**src/rtl/scroll_step_ctrl.sv**
```systemverilog
// Scroll position generator: synchronises and debounces the scroll button,
// adds an optional auto-scroll timer, and steps a 4-bit position per event.
module scroll_step_ctrl #(
  parameter int unsigned DB_CYCLES   = 500000,
  parameter int unsigned AUTO_CYCLES = 50000000
) (
  input  logic       clk,
  input  logic       reset,
  input  logic       btn,
  input  logic       auto_en,
  input  logic       dir,
  output logic [3:0] count_en,
  output logic       step_pulse
);

  localparam int unsigned DB_W = $clog2(DB_CYCLES);
  localparam int unsigned AT_W = $clog2(AUTO_CYCLES);
  localparam logic [DB_W-1:0] DB_LAST = DB_W'(DB_CYCLES - 1);
  localparam logic [AT_W-1:0] AT_LAST = AT_W'(AUTO_CYCLES - 1);

  logic            s1;
  logic            s2;
  logic            stable;
  logic            stable_d;
  logic [DB_W-1:0] db_cnt;
  logic [AT_W-1:0] at_cnt;
  logic            press;
  logic            tick;
  logic            step;

  // Event decode from registered state only.
  always_comb begin
    press = stable & ~stable_d;
    tick  = auto_en & (at_cnt == AT_LAST);
    step  = press | tick;
  end

  // Two-flop synchroniser; btn is read nowhere else.
  always_ff @(posedge clk) begin
    if (reset) begin
      s1 <= 1'b0;
      s2 <= 1'b0;
    end else begin
      s1 <= btn;
      s2 <= s1;
    end
  end

  // Accept a new level only after DB_CYCLES consecutive matching samples.
  always_ff @(posedge clk) begin
    if (reset) begin
      stable   <= 1'b0;
      stable_d <= 1'b0;
      db_cnt   <= '0;
    end else begin
      stable_d <= stable;
      if (s2 == stable) begin
        db_cnt <= '0;
      end else if (db_cnt == DB_LAST) begin
        stable <= s2;
        db_cnt <= '0;
      end else begin
        db_cnt <= db_cnt + DB_W'(1);
      end
    end
  end

  // Auto-scroll period counter; a press restarts the period.
  always_ff @(posedge clk) begin
    if (reset) begin
      at_cnt <= '0;
    end else if (!auto_en || press || (at_cnt == AT_LAST)) begin
      at_cnt <= '0;
    end else begin
      at_cnt <= at_cnt + AT_W'(1);
    end
  end

  // Position register and its change strobe.
  always_ff @(posedge clk) begin
    if (reset) begin
      count_en   <= 4'd0;
      step_pulse <= 1'b0;
    end else begin
      step_pulse <= step;
      if (step) begin
        count_en <= dir ? (count_en - 4'd1) : (count_en + 4'd1);
      end
    end
  end

endmodule

```
**config.mk**
```make
export PLATFORM = sky130hd
export DESIGN_NAME = scroll_step_ctrl
export DESIGN_NICKNAME = d
export VERILOG_FILES = /design/src/rtl/scroll_step_ctrl.sv
export SDC_FILE = /design/constraint.sdc
export NUM_CORES = 1
export LEC_CHECK = 0
export ABC_AREA = 1
export CAP_MARGIN = 5
export CORE_MARGIN = 2
export CORE_UTILIZATION = 60
export CTS_CLUSTER_DIAMETER = 80
export DETAILED_ROUTE_END_ITERATION = 10
export GPL_TIMING_DRIVEN = 0
export HOLD_SLACK_MARGIN = 0.06
export PLACE_DENSITY = 0.84
export SLEW_MARGIN = 20
export SYNTH_ARGS = -nofsm -noshare
export SYNTH_HDL_FRONTEND = slang
export SYNTH_SLANG_ARGS = --single-unit
```
**constraint.sdc**
```tcl
create_clock -name clk -period 3.9 [get_ports clk]
set_input_delay 1.17 -clock clk [delete_from_list [all_inputs] [get_ports clk]]
set_output_delay 1.17 -clock clk [all_outputs]
set_load 0.005 [all_outputs]
```
==> results of run 1 <==
-- registers in the layout, indices dropped and copies added (netlist names) --
| name | cells |
|---|---|
| at_cnt | 26 |
| step_pulse | 1 |
| stable_d | 1 |
| s1 | 1 |
| s2 | 1 |
| count_en | 4 |
| stable | 1 |
| db_cnt | 19 |
-- cell type report --
type                       instances  area share (%)
multi-input combinational        288            48.4
sequential                        54            35.8
clock inverter                     2            1.24
buffer                             5            1.41
tap                               52            2.16
inverter                          45            5.60
clock buffer                       6            2.41
timing repair buffer               9            2.99
-- synth_stat cells, drive strengths merged --
cell	count	share of area, %
dfxtp	54	39
nand3b	3	0.82
nor2	90	13
xor2	14	4.5
ha	4	1.8
nor3	7	1.7
nand4	7	1.6
fa	1	0.73
or2	5	1.1
xnor2	8	2.5
nand3	24	5.2
nor3b	6	1.6
and3	3	0.68
nand2	96	14
inv	45	6.1
o21a	1	0.27
a21oi	16	2.9
buf	5	1.5
o21ai	3	0.55
-- stage by stage --
step | worst slack [ns] | utilization [%] | instance area (sq um) | cells | total power, mW
6_report | 1.53 | 68.8 | 3020 | 461 | 0.950
5_1_grt | 1.43 | 68.8 | 3020 | 461 | 0.985
4_1_cts | 1.52 | 68.8 | 3020 | 461 | 0.959
3_5_place_dp | 1.22 | 66.3 | 2910 | 453 | 0.593
3_3_place_gp | 1.23 | 66.3 | 2910 | 453 | 0.592
2_1_floorplan | 1.84 | - | 2750 | 392 | 0.582
-- cell families (layout without fill, tap and decap cells) --
kind of cell	count (synthesis)	count (layout)
and+or+nand+nor	241	241
xor gates and xnor gates	22	22
AOI/OAI and AO/OA	20	20
adders and majority gates	5	5
buffers and inverters	50	67
DFF	54	54
-- final timing paths --
kind,startpoint,depth (start not counted),slack (ns),to
max,dir,7,1.53,count_en[2]
min,s1,2,0.41,s2
max reg2reg,at_cnt[0],9,2.22,at_cnt[13]
min reg2reg,s1,2,0.41,s2
-- worst max-delay path, cell delays in order --
cell and delay (ns):
sky130_fd_sc_hd__clkdlybuf4s50_1 0.55, sky130_fd_sc_hd__inv_1 0.09, sky130_fd_sc_hd__fa_1 0.44, sky130_fd_sc_hd__xor2_1 0.17, sky130_fd_sc_hd__nand2_1 0.07, sky130_fd_sc_hd__nand2_1 0.06, sky130_fd_sc_hd__nor2_1 0.04
-- power breakdown --
part	leakage, nW	internal [mW]	switching, mW	total (mW)
combinational	0.613	0.0103	0.0144	0.0247
sequential	0.436	0.553	0.00169	0.555
clock	0.0514	0.192	0.178	0.370
-- layer usage --
| metal | global-route usage [%] | wire (um) |
|---|---|---|
| met1 | 25.8 | 2450 |
| met2 | 38.6 | 2660 |
| met3 | 4.78 | 198 |
| met4 | 10.3 | 72 |
| met5 | 0 | 0 |
==> flow_metrics.env, run 1 <==
export IMPL_post_cts_resized_instances=0
export IMPL_fin_nets=418
export IMPL_layout_cells_most_common="sky130_fd_sc_hd__nand2_1"
export IMPL_setup_fix_bufs_post_cts=0
export IMPL_irDropWorstVdd_mv=0.265
export IMPL_grt_max_degree=17
export IMPL_insertion_delay_ns=0.31
export IMPL_area_sequential_sq_um=1080
export IMPL_drt_pass1_iterations=4
export IMPL_netlist_area_sq_um=2750
export IMPL_die_area_sq_um=5140
export IMPL_tritoncts="yes"
export IMPL_cts_buffers=5
export IMPL_floorplan_initialDensity_pct=62.8
export IMPL_crit_path_start_kind="input port"
export IMPL_global_route_overflow_total=0
export IMPL_via_count_of_the_first_global_routing_pass=2237
export IMPL_max_freq_ghz=0.421
export IMPL_cts_htree_levels=2
export IMPL_area_of_combinational_cells_with_multiple_inputs_sq_um=1460
export IMPL_routed_antenna_nets=0
export IMPL_fin_setup_tns_ns=0
export IMPL_antenna_found_initial=0
export IMPL_timing_hold_ws_ns=0.406
export IMPL_drt_initial_drc_count=161
export IMPL_routed_via_density=5.23
export IMPL_critical_path_max_fanout=4
export IMPL_nFillCells=356
export IMPL_report_final_setup_viol=0
export IMPL_die_width_um=71.7
export IMPL_syn2layout_area_growth_pct=9.64
export IMPL_most_frequent_cells_in_the_layout="sky130_fd_sc_hd__nand2_1, sky130_fd_sc_hd__nor2_1, sky130_fd_sc_hd__dfxtp_1, sky130_fd_sc_hd__inv_1, sky130_fd_sc_hd__nand3_1"
export IMPL_period_minus_slack_ns=2.37
export IMPL_wire_length_of_the_first_global_routing_pass_mm=9.10
export IMPL_worst_pin_slew_ns=0.393
export IMPL_drive_above_1_share_pct=8.07
export IMPL_timing_critical_path_arrival_ns=2.59
export IMPL_report_final_hold_viol_count=0
export IMPL_synth_seq_area_share_pct=39.3
export IMPL_cts_hold_buffers_added=0
export IMPL_cellPowerDensity_nw_per_um2=315
export IMPL_numPortBuffers=9
export IMPL_unique_masters_post_synth=30
export IMPL_yosys_area_share_simple_pct=39.7
export IMPL_number_of_nets_produced_by_synthesis=402
export IMPL_finalWirelength_mm=5.38
export IMPL_diodes=0
export IMPL_worst_setup_path_end_kind="register"
export IMPL_timing_max_transition_violations_final=0
export IMPL_critical_path_required_ns=4.11
export IMPL_yosys_warnings=0
export IMPL_place_congestion=0.923
export IMPL_worstHoldPathType="reg2reg"
export IMPL_synth_compound_gate_area_share_pct=3.73
export IMPL_static_leakage_power_nw=1.10
export IMPL_yosys_register_bits=54
export IMPL_route_vias_total=2413
export IMPL_skew_ns=0.00780
export IMPL_post_synth_xor_area_fraction_pct=7.00
export IMPL_path_class="in2reg"
export IMPL_ios=10
export IMPL_clk_transition_reported_paths_ns=0.09
export IMPL_synthMuxAreaShare_pct=0
export IMPL_hpwl_reported_at_the_end_of_detailed_placement_mm=4.09
export IMPL_cap_violations=0
export IMPL_post_route_period_util_pct=60.9
export IMPL_floorplan_rows=24
export IMPL_synth_top_family_by_area="simple AND/OR/NAND/NOR gates"
export IMPL_syn_avg_cell_area_sq_um=7.02
export IMPL_core_region_area_sq_um=4380
export IMPL_die_height_um=71.7
export IMPL_ctsLongestPathBuffers=2
export IMPL_cts_root_buffer_cell="sky130_fd_sc_hd__clkbuf_8"
export IMPL_avgRoutedWirePerCell_um=11.7
export IMPL_global_route_usage_total_pct=22.1
export IMPL_outcome="finished, final reports clean"
export IMPL_numClockSinks=54
export IMPL_post_synth_fa_ha_maj_area_fraction_pct=2.55
export IMPL_rsz0062_at_grt="no"
export IMPL_slew_limit_headroom_pct=73.6
export IMPL_drc=0
export IMPL_netlist_instances=392
Note: power is estimated with default switching activity, not from simulation.
==> inputs of run 2 (changes only) <==
==> constraint.sdc (replaced) <==
create_clock -name clk -period 2.4 [get_ports clk]
set_input_delay 0.72 -clock clk [delete_from_list [all_inputs] [get_ports clk]]
set_output_delay 0.72 -clock clk [all_outputs]
set_load 0.005 [all_outputs]
==> results of run 2 <==
Same layout as run 1 (identical final DEF). Status: finished, final reports clean.
Main changes from that run: setup slack after placement 1.22 ns -> 0.166 ns; setup slack after layout 1.53 ns -> 0.475 ns; register-to-register setup slack 2.22 ns -> 0.72 ns; total power 0.950 mW -> 1.54 mW; worst IR drop on VDD 0.265 mV -> 0.430 mV
==> inputs of run 3 (changes only) <==
--- a/config.mk
+++ b/config.mk
@@ -8,12 +8,12 @@
 export ABC_AREA = 1
 export CAP_MARGIN = 5
 export CORE_MARGIN = 2
-export CORE_UTILIZATION = 60
+export CORE_UTILIZATION = 54
 export CTS_CLUSTER_DIAMETER = 80
 export DETAILED_ROUTE_END_ITERATION = 10
 export GPL_TIMING_DRIVEN = 0
 export HOLD_SLACK_MARGIN = 0.06
-export PLACE_DENSITY = 0.84
+export PLACE_DENSITY = 0.8
 export SLEW_MARGIN = 20
 export SYNTH_ARGS = -nofsm -noshare
 export SYNTH_HDL_FRONTEND = slang
==> constraint.sdc (replaced) <==
create_clock -name clk -period 1.75 [get_ports clk]
set_input_delay 0.525 -clock clk [delete_from_list [all_inputs] [get_ports clk]]
set_output_delay 0.525 -clock clk [all_outputs]
set_load 0.005 [all_outputs]
==> flow_metrics.env, run 3 (synthesized netlist as in run 1, its figures left out) <==
export IMPL_slew_limit_headroom_pct=80.3
export IMPL_worst_pin_slew_ns=0.293
export IMPL_ctsLongestPathBuffers=2
export IMPL_worst_setup_path_startpoint="count_en[2]"
export IMPL_p_sw_share_pct=21.5
export IMPL_cap_violations=0
export IMPL_register_to_register_path_setup_slack_ns=0.11
export IMPL_report_final_hold_viol_count=0
export IMPL_global_route_overflow_total=0
export IMPL_netSwitchingPower_mw=0.463
export IMPL_place_congestion=0.912
export IMPL_outcome="finished, final reports clean"
export IMPL_drive_above_1_share_pct=10.7
export IMPL_syn2layout_area_growth_pct=12.2
export IMPL_critical_path_required_ns=1.22
export IMPL_cts_hold_buffers_added=0
export IMPL_timing_hold_ws_ns=0.418
export IMPL_r2r_cells=9
export IMPL_critPathCapture="count_en[2]"
export IMPL_diodes=0
export IMPL_die_width_um=75.4
export IMPL_cp_cell_sequence="clkdlybuf4s50_1"
export IMPL_fin_setup_tns_ns=0
export IMPL_drt_pass1_iterations=4
export IMPL_clock_power_share_pct=40.0
export IMPL_max_freq_ghz=0.592
export IMPL_r2r_start="at_cnt[1]"
export IMPL_cpLargestDelayFamily="buffers and inverters"
export IMPL_numClockSinks=54
export IMPL_clk_transition_reported_paths_ns=0.10
export IMPL_cts_root_buffer_cell="sky130_fd_sc_hd__clkbuf_8"
export IMPL_cts_htree_levels=2
export IMPL_hp_start="s1"
export IMPL_avgRoutedWirePerCell_um=11.1
export IMPL_worstHoldPathType="reg2reg"
export IMPL_top_regs="at_cnt (26), db_cnt (19), count_en (4)"
export IMPL_placed_cells=468
export IMPL_cell_internal_pwr_mw=1.69
export IMPL_die_area_sq_um=5680
export IMPL_wire_length_of_the_first_global_routing_pass_mm=9.05
export IMPL_period_minus_slack_ns=1.69
export IMPL_static_leakage_power_nw=1.13
export IMPL_cp_depth=1
export IMPL_crit_path_top_delay_cell="sky130_fd_sc_hd__clkdlybuf4s50_1"
export IMPL_crit_path_max_cell_delay_ns=0.51
export IMPL_global_route_usage_total_pct=20.5
export IMPL_floorplan_rows=25
export IMPL_ios=10
export IMPL_p_seq_share_pct=57.4
export IMPL_grt_max_degree=19
export IMPL_biggest_register="at_cnt"
export IMPL_cellPowerDensity_nw_per_um2=698
export IMPL_largest_register_ff_count=26
export IMPL_route_vias_total=2387
export IMPL_core_region_area_sq_um=4820
export IMPL_most_frequent_cells_in_the_layout="sky130_fd_sc_hd__nand2_1, sky130_fd_sc_hd__nor2_1, sky130_fd_sc_hd__dfxtp_1, sky130_fd_sc_hd__inv_1, sky130_fd_sc_hd__nand3_1"
export IMPL_timing_max_transition_violations_final=0
export IMPL_layout_cells_non_filler=479
export IMPL_via_count_of_the_first_global_routing_pass=2240
export IMPL_die_height_um=75.4
export IMPL_floorplan_initialDensity_pct=57.1
export IMPL_post_route_period_util_pct=96.6
export IMPL_critical_path_max_fanout=3
export IMPL_cts_buffers=5
export IMPL_finalWirelength_mm=5.33
export IMPL_drt_initial_drc_count=118
export IMPL_layout_cells_most_common="sky130_fd_sc_hd__nand2_1"
export IMPL_crit_buf_inv=1
export IMPL_drc=0
export IMPL_fin_nets=421
export IMPL_path_class="reg2out"
export IMPL_routed_via_density=4.98
export IMPL_antenna_found_initial=0
export IMPL_crit_path_start_kind="register"
export IMPL_insertion_delay_ns=0.31
export IMPL_report_final_setup_viol=0
export IMPL_tritoncts="yes"
export IMPL_numPortBuffers=9
export IMPL_irDropWorstVdd_mv=0.594
export IMPL_routed_antenna_nets=0
export IMPL_pwr_share_comb_pct=2.6
export IMPL_regToRegEndpoint="at_cnt[11]"
export IMPL_skew_ns=0.00632
export IMPL_worst_setup_path_end_kind="output pin"
export IMPL_hpwl_reported_at_the_end_of_detailed_placement_mm=4.07
export IMPL_timing_critical_path_arrival_ns=1.16
## run 3: layout make-up
cell class | count | area, sq um
Clock inverter | 3 | 47.5
Inverter | 45 | 169
Clock buffer | 5 | 68.8
Sequential cell | 54 | 1090
Buffer | 5 | 42.5
Timing Repair Buffer | 12 | 115
Tap cell | 67 | 83.8
Fill cell | 440 | 1730
Multi-Input combinational cell | 288 | 1470
## run 3: power groups by stage
stage               Sequential [mW]  Combinational, mW  Clock [mW]
finish                         1.24             0.0561       0.863
global route                   1.24             0.0625       0.930
CTS                            1.24             0.0551       0.886
detailed placement             1.27             0.0551           0
global placement               1.27             0.0536           0
floorplan                      1.26             0.0331           0
## run 3: routing by layer
metal,vias up,wire length [um],track usage (%)
li1,1254,-,-
met1,1084,2470,23.5
met2,38,2600,36.9
met3,11,165,4.50
met4,0,98,8.19
met5,-,0,0
## run 3: timing repair
item                                   CTS  global route
setup endpoints to repair                0            28
setup buffers                            0             3
endpoints found under the hold margin    0             0
resized for setup                        0             8
## run 3: worst min-delay path, stage by stage, from the launching register on
cell,delay [ns]
sky130_fd_sc_hd__dfxtp_1,0.31
sky130_fd_sc_hd__inv_1,0.04
sky130_fd_sc_hd__nor2_1,0.03
## run 3: how the worst min path moves through the flow
stage,endpoint,depth (start not counted)
3_3_place_gp,s2,2
5_1_grt,s2,2
2_1_floorplan,s2,2
3_5_place_dp,s2,2
6_report,s2,2
4_1_cts,s2,2
## run 3: stage by stage
stage	instance area [sq um]	utilization (%)	total power, mW	worst slack (ns)
final	3090	64.1	2.16	0.0603
after global placement	2930	60.7	1.32	-0.271
after CTS	3040	63.1	2.18	0.0178
after global routing	3090	64.1	2.23	-0.00638
after floorplan	2750	-	1.30	0.330
after detailed placement	2930	60.7	1.32	-0.277
==> RTL edit 1 (settings of run 2) <==
`AUTO_CYCLES`: 50000000 -> 25000000.
--- a/src/rtl/scroll_step_ctrl.sv
+++ b/src/rtl/scroll_step_ctrl.sv
@@ -3,5 +3,5 @@
 module scroll_step_ctrl #(
   parameter int unsigned DB_CYCLES   = 500000,
-  parameter int unsigned AUTO_CYCLES = 50000000
+  parameter int unsigned AUTO_CYCLES = 25000000
 ) (
   input  logic       clk,
Behaviour: same outputs for any inputs over 10 cycles, from zero or initial values and one cycle with reset high; that may be too few to reach the edited logic, so the function may still have changed.
==> RTL edit 1 against run 2 <==
  * Sequential power decreased by 2%
  * Design area is 5.4% higher
  * First-iteration DRC count fell by 22%
  * Routed wire length is 3.9% higher
  * Synthesized cell count up 4.3%
  * Power is 7.9% higher
  * Sequential cell count shrank 1
  * Area after synthesis increased by 4.9%
  * Global-route usage grew 1.4 points
  * Clock skew down 0.00069 ns
  * Critical endpoint is now count_en[3]
  * Via count grew 2.1%
  * Setup slack got worse by 0.056 ns
==> RTL edit 1: results (changes against run 2) <==
FILL cells=400 (+12%); worst clock skew=0.007118 ns (-0.0006870 ns); DP Wirelength=4277 um (+4.5%); CP peak stage delay=0.50 ns (-0.05 ns); placed insts=472 (+4.2%); fin nets=435 (+4.1%); outcome=finished clean; DP Worst Slack=0.06489 ns (-0.1013 ns); Worst-Margin Slew=0.3993 ns (+0.006234 ns); total track usage=0.2347 (+0.01361); Syn Inst Count=409 (+4.3%); worst vdd ir=330.4 uV (-23%); Post-DP Area=0.003043 sq mm (+4.7%); largest net degree at the start of global routing=18 (+1); DR vias=2463 (+2.1%); number of global-route vias before repair=2343 (+4.7%); Post-synth top cells=100 x nand2_1, 64 x nor2_1, 54 x inv_1; fin cells=480 (+4.1%); leakage=0.001040 uW (-5.4%); top area cells in the synthesized netlist=dfxtp_1 37%, nand2_1 13%, nor2_1 8.3%; Post-Synthesis Net Count=419 (+4.2%); global-route wire length before repair=9887 um (+8.6%); GPL Wtd Cong=0.9507 (+3.0%); Area Growth Syn to Fin=10.23%; drt total wl=5590 um (+3.9%); post-synth cell types=32 (+6.7%); Seq/Total Area, Yosys=0.3677 (-0.02517)
-- RTL edit 1: final timing paths --
path                                 from     endpoint  slack, ns  cells after the start
worst max-delay path                  dir  count_en[3]       0.42                      9
worst min-delay path                   s1           s2       0.42                      2
worst max register to register  db_cnt[0]    db_cnt[0]       0.61                      9
worst min register to register         s1           s2       0.42                      2
-- RTL edit 1: metal layers --
metal  track usage  part of all wire  vias up
met4       0.09697             0.020        0
li1              -                 -     1312
met2        0.4004              0.48       45
met5             0                 0        -
met1        0.2867              0.46     1095
met3       0.04938             0.038       11
-- RTL edit 1: logic make-up after synthesis --
kind of cell	Yosys count	share of synthesized area
flip-flops	53	0.3677
XOR/XNOR	15	0.04553
AND/OR/NAND/NOR	250	0.4072
adder cells (fa/ha/maj)	5	0.02429
buffers and inverters	60	0.09063
AO/OA/AOI/OAI	26	0.06461
-- RTL edit 1: final cells by class --
type,instances,area share
Buffer,3,0.01456
Clock buffer,5,0.02164
Clock inverter,3,0.02164
Inverter,57,0.06766
Multi-Input combinational cell,296,0.4913
Sequential cell,53,0.3336
Tap cell,54,0.02124
Timing Repair Buffer,9,0.02832
-- RTL edit 1: tightest hold or removal path: stages (launching register included) --
cell     delay (ns)
dfxtp_1        0.31
inv_1          0.04
nor2_1         0.03
-- RTL edit 1: power groups by stage --
| stage | Sequential (uW) | Clock (uW) | Combinational, uW |
|---|---|---|---|
| 2_1_floorplan | 905 | 0 | 28.5 |
| 5_1_grt | 886 | 772 | 49.1 |
| 3_3_place_gp | 906 | 0 | 43.4 |
| 6_report | 885 | 735 | 44.2 |
| 3_5_place_dp | 906 | 0 | 45.1 |
| 4_1_cts | 886 | 745 | 45.3 |
==> RTL edit 2 (config.mk and constraints of run 2) <==
Without the edit above. The output `step_pulse` loses its register stage (`step_pulse` becomes a continuous assignment).
--- a/src/rtl/scroll_step_ctrl.sv
+++ b/src/rtl/scroll_step_ctrl.sv
@@ -81,7 +81,5 @@
     if (reset) begin
       count_en   <= 4'd0;
-      step_pulse <= 1'b0;
     end else begin
-      step_pulse <= step;
       if (step) begin
         count_en <= dir ? (count_en - 4'd1) : (count_en + 4'd1);
@@ -90,4 +88,6 @@
   end
 
+  assign step_pulse = step;
+
 endmodule
 
Formal check against the unedited RTL: no difference found for any inputs over 10 cycles, from zero or initial values and one cycle with reset high; that may be too few to reach the edited logic, so the function may still have changed.
==> RTL edit 2 against run 2 <==
  * Global-route usage grew 1.1 points
  * Sequential cell count shrank 1
  * Design area grew 2.5%
  * Sequential power shrank 2%
  * Non-clock buffer count grew 4
  * Setup slack lost 0.30 ns
  * Routed wire length grew 0.80%
  * Hold slack gained 0.0049 ns
  * Clock power grew 6.0%
  * Combinational power grew 10%
  * Area after synthesis grew 0.50%
  * Power grew 1.5%
  * Register-to-register slack gained 0.04 ns
==> RTL edit 2: results (changes against run 2) <==
largest net degree at the start of global routing=19 (+2); Signal buffers=18 (+4); GPL Wtd Cong=0.8868 (-3.9%); worst clock skew=0.003356 ns (-0.004449 ns); DR WL met2=2682 um (+0.79%); Iter 0 DRT Violations=154 (-4.3%); GR met1 Demand/Resource=0.2822 (+0.02444); fin nets=432 (+3.3%); non-clock inverter count=57 (+27%); crit path to=step_pulse; fin cells=475 (+3.0%); clock buffer count=5 (-1); DP Worst Slack=-0.3057 ns (-0.4718 ns); final-layout non-clock buffer area share=0.05382 (+0.009859); post-synth cell types=29 (-3.3%); Clock-cell share=0.03845 (+0.001946); Routed WL per cell=11.42 um (-2.2%); Post-synth top cells=96 x nand2_1, 76 x nor2_1, 53 x dfxtp_1; Compound-Gate Fraction of Synth Area=0.04163 (+0.004339); multi-input gate share of total cell area=0.4731 (-0.01053); GRT met2 Usage=0.4208 (+0.03498); Switching Power=343.7 uW (+8.8%); Post-Synthesis Net Count=410 (+2.0%); CP startpoint=at_cnt[0]; fmax=0.4499 GHz (-13%); leakage=0.001189 uW (+8.1%); register area=0.001065 sq mm (-1.5%); FF+latch count, synth=53 (-1.9%); Post-DP Area=0.002920 sq mm (+0.47%); FILL cells=369 (+3.7%); global-route wire length before repair=9611 um (+5.6%); Critical Path Fanout Max=2 (-2); number of global-route vias before repair=2300 (+2.8%); #MultiIn Comb=287 (-0.35%); initial antenna violation count=0 (unchanged); Post-Synth XOR/XNOR Area=0.05385 (-0.01619); total track usage=0.2325 (+0.01146); Yosys warnings=0 (unchanged); met3 wire len=159 um (-20%); worst vdd ir=320.9 uV (-25%); share of post-route cells with drive strength above 1=0.1300 (+0.04934); Via density=5.040 (-3.7%); Area Growth Syn to Fin=11.81%; wire length on met1=2530 um (+3.3%); outcome=finished clean
==> RTL edit 2: timing repair <==
action / 4_1_cts / 5_1_grt
hold buffers: 0 / 0
pin swaps: 2 / 2
setup buffers: 5 / 1
gates resized for setup: 5 / 5
endpoints found under the setup margin: 1 / 1
gates cloned: 0 / 0
hold endpoints to repair: 0 / 0
==> RTL edit 2: power groups by stage <==
stage | clock [uW] | combinational [uW] | sequential (uW)
after floorplan | 0 | 27.3 | 905
after global placement | 0 | 40.9 | 905
after detailed placement | 0 | 41.8 | 905
after CTS | 641 | 43.9 | 885
after global routing | 671 | 49.6 | 885
final | 637 | 44.4 | 885
==> RTL edit 2: worst max-delay path: stages, from the launching register on <==
cell and delay (ns):
dfxtp_2 0.34, ha_2 0.18, nand2_2 0.09, nor2_8 0.11, inv_2 0.06, nor2_4 0.15
nand3_4 0.08, nand2_1 0.06, clkbuf_2 0.11
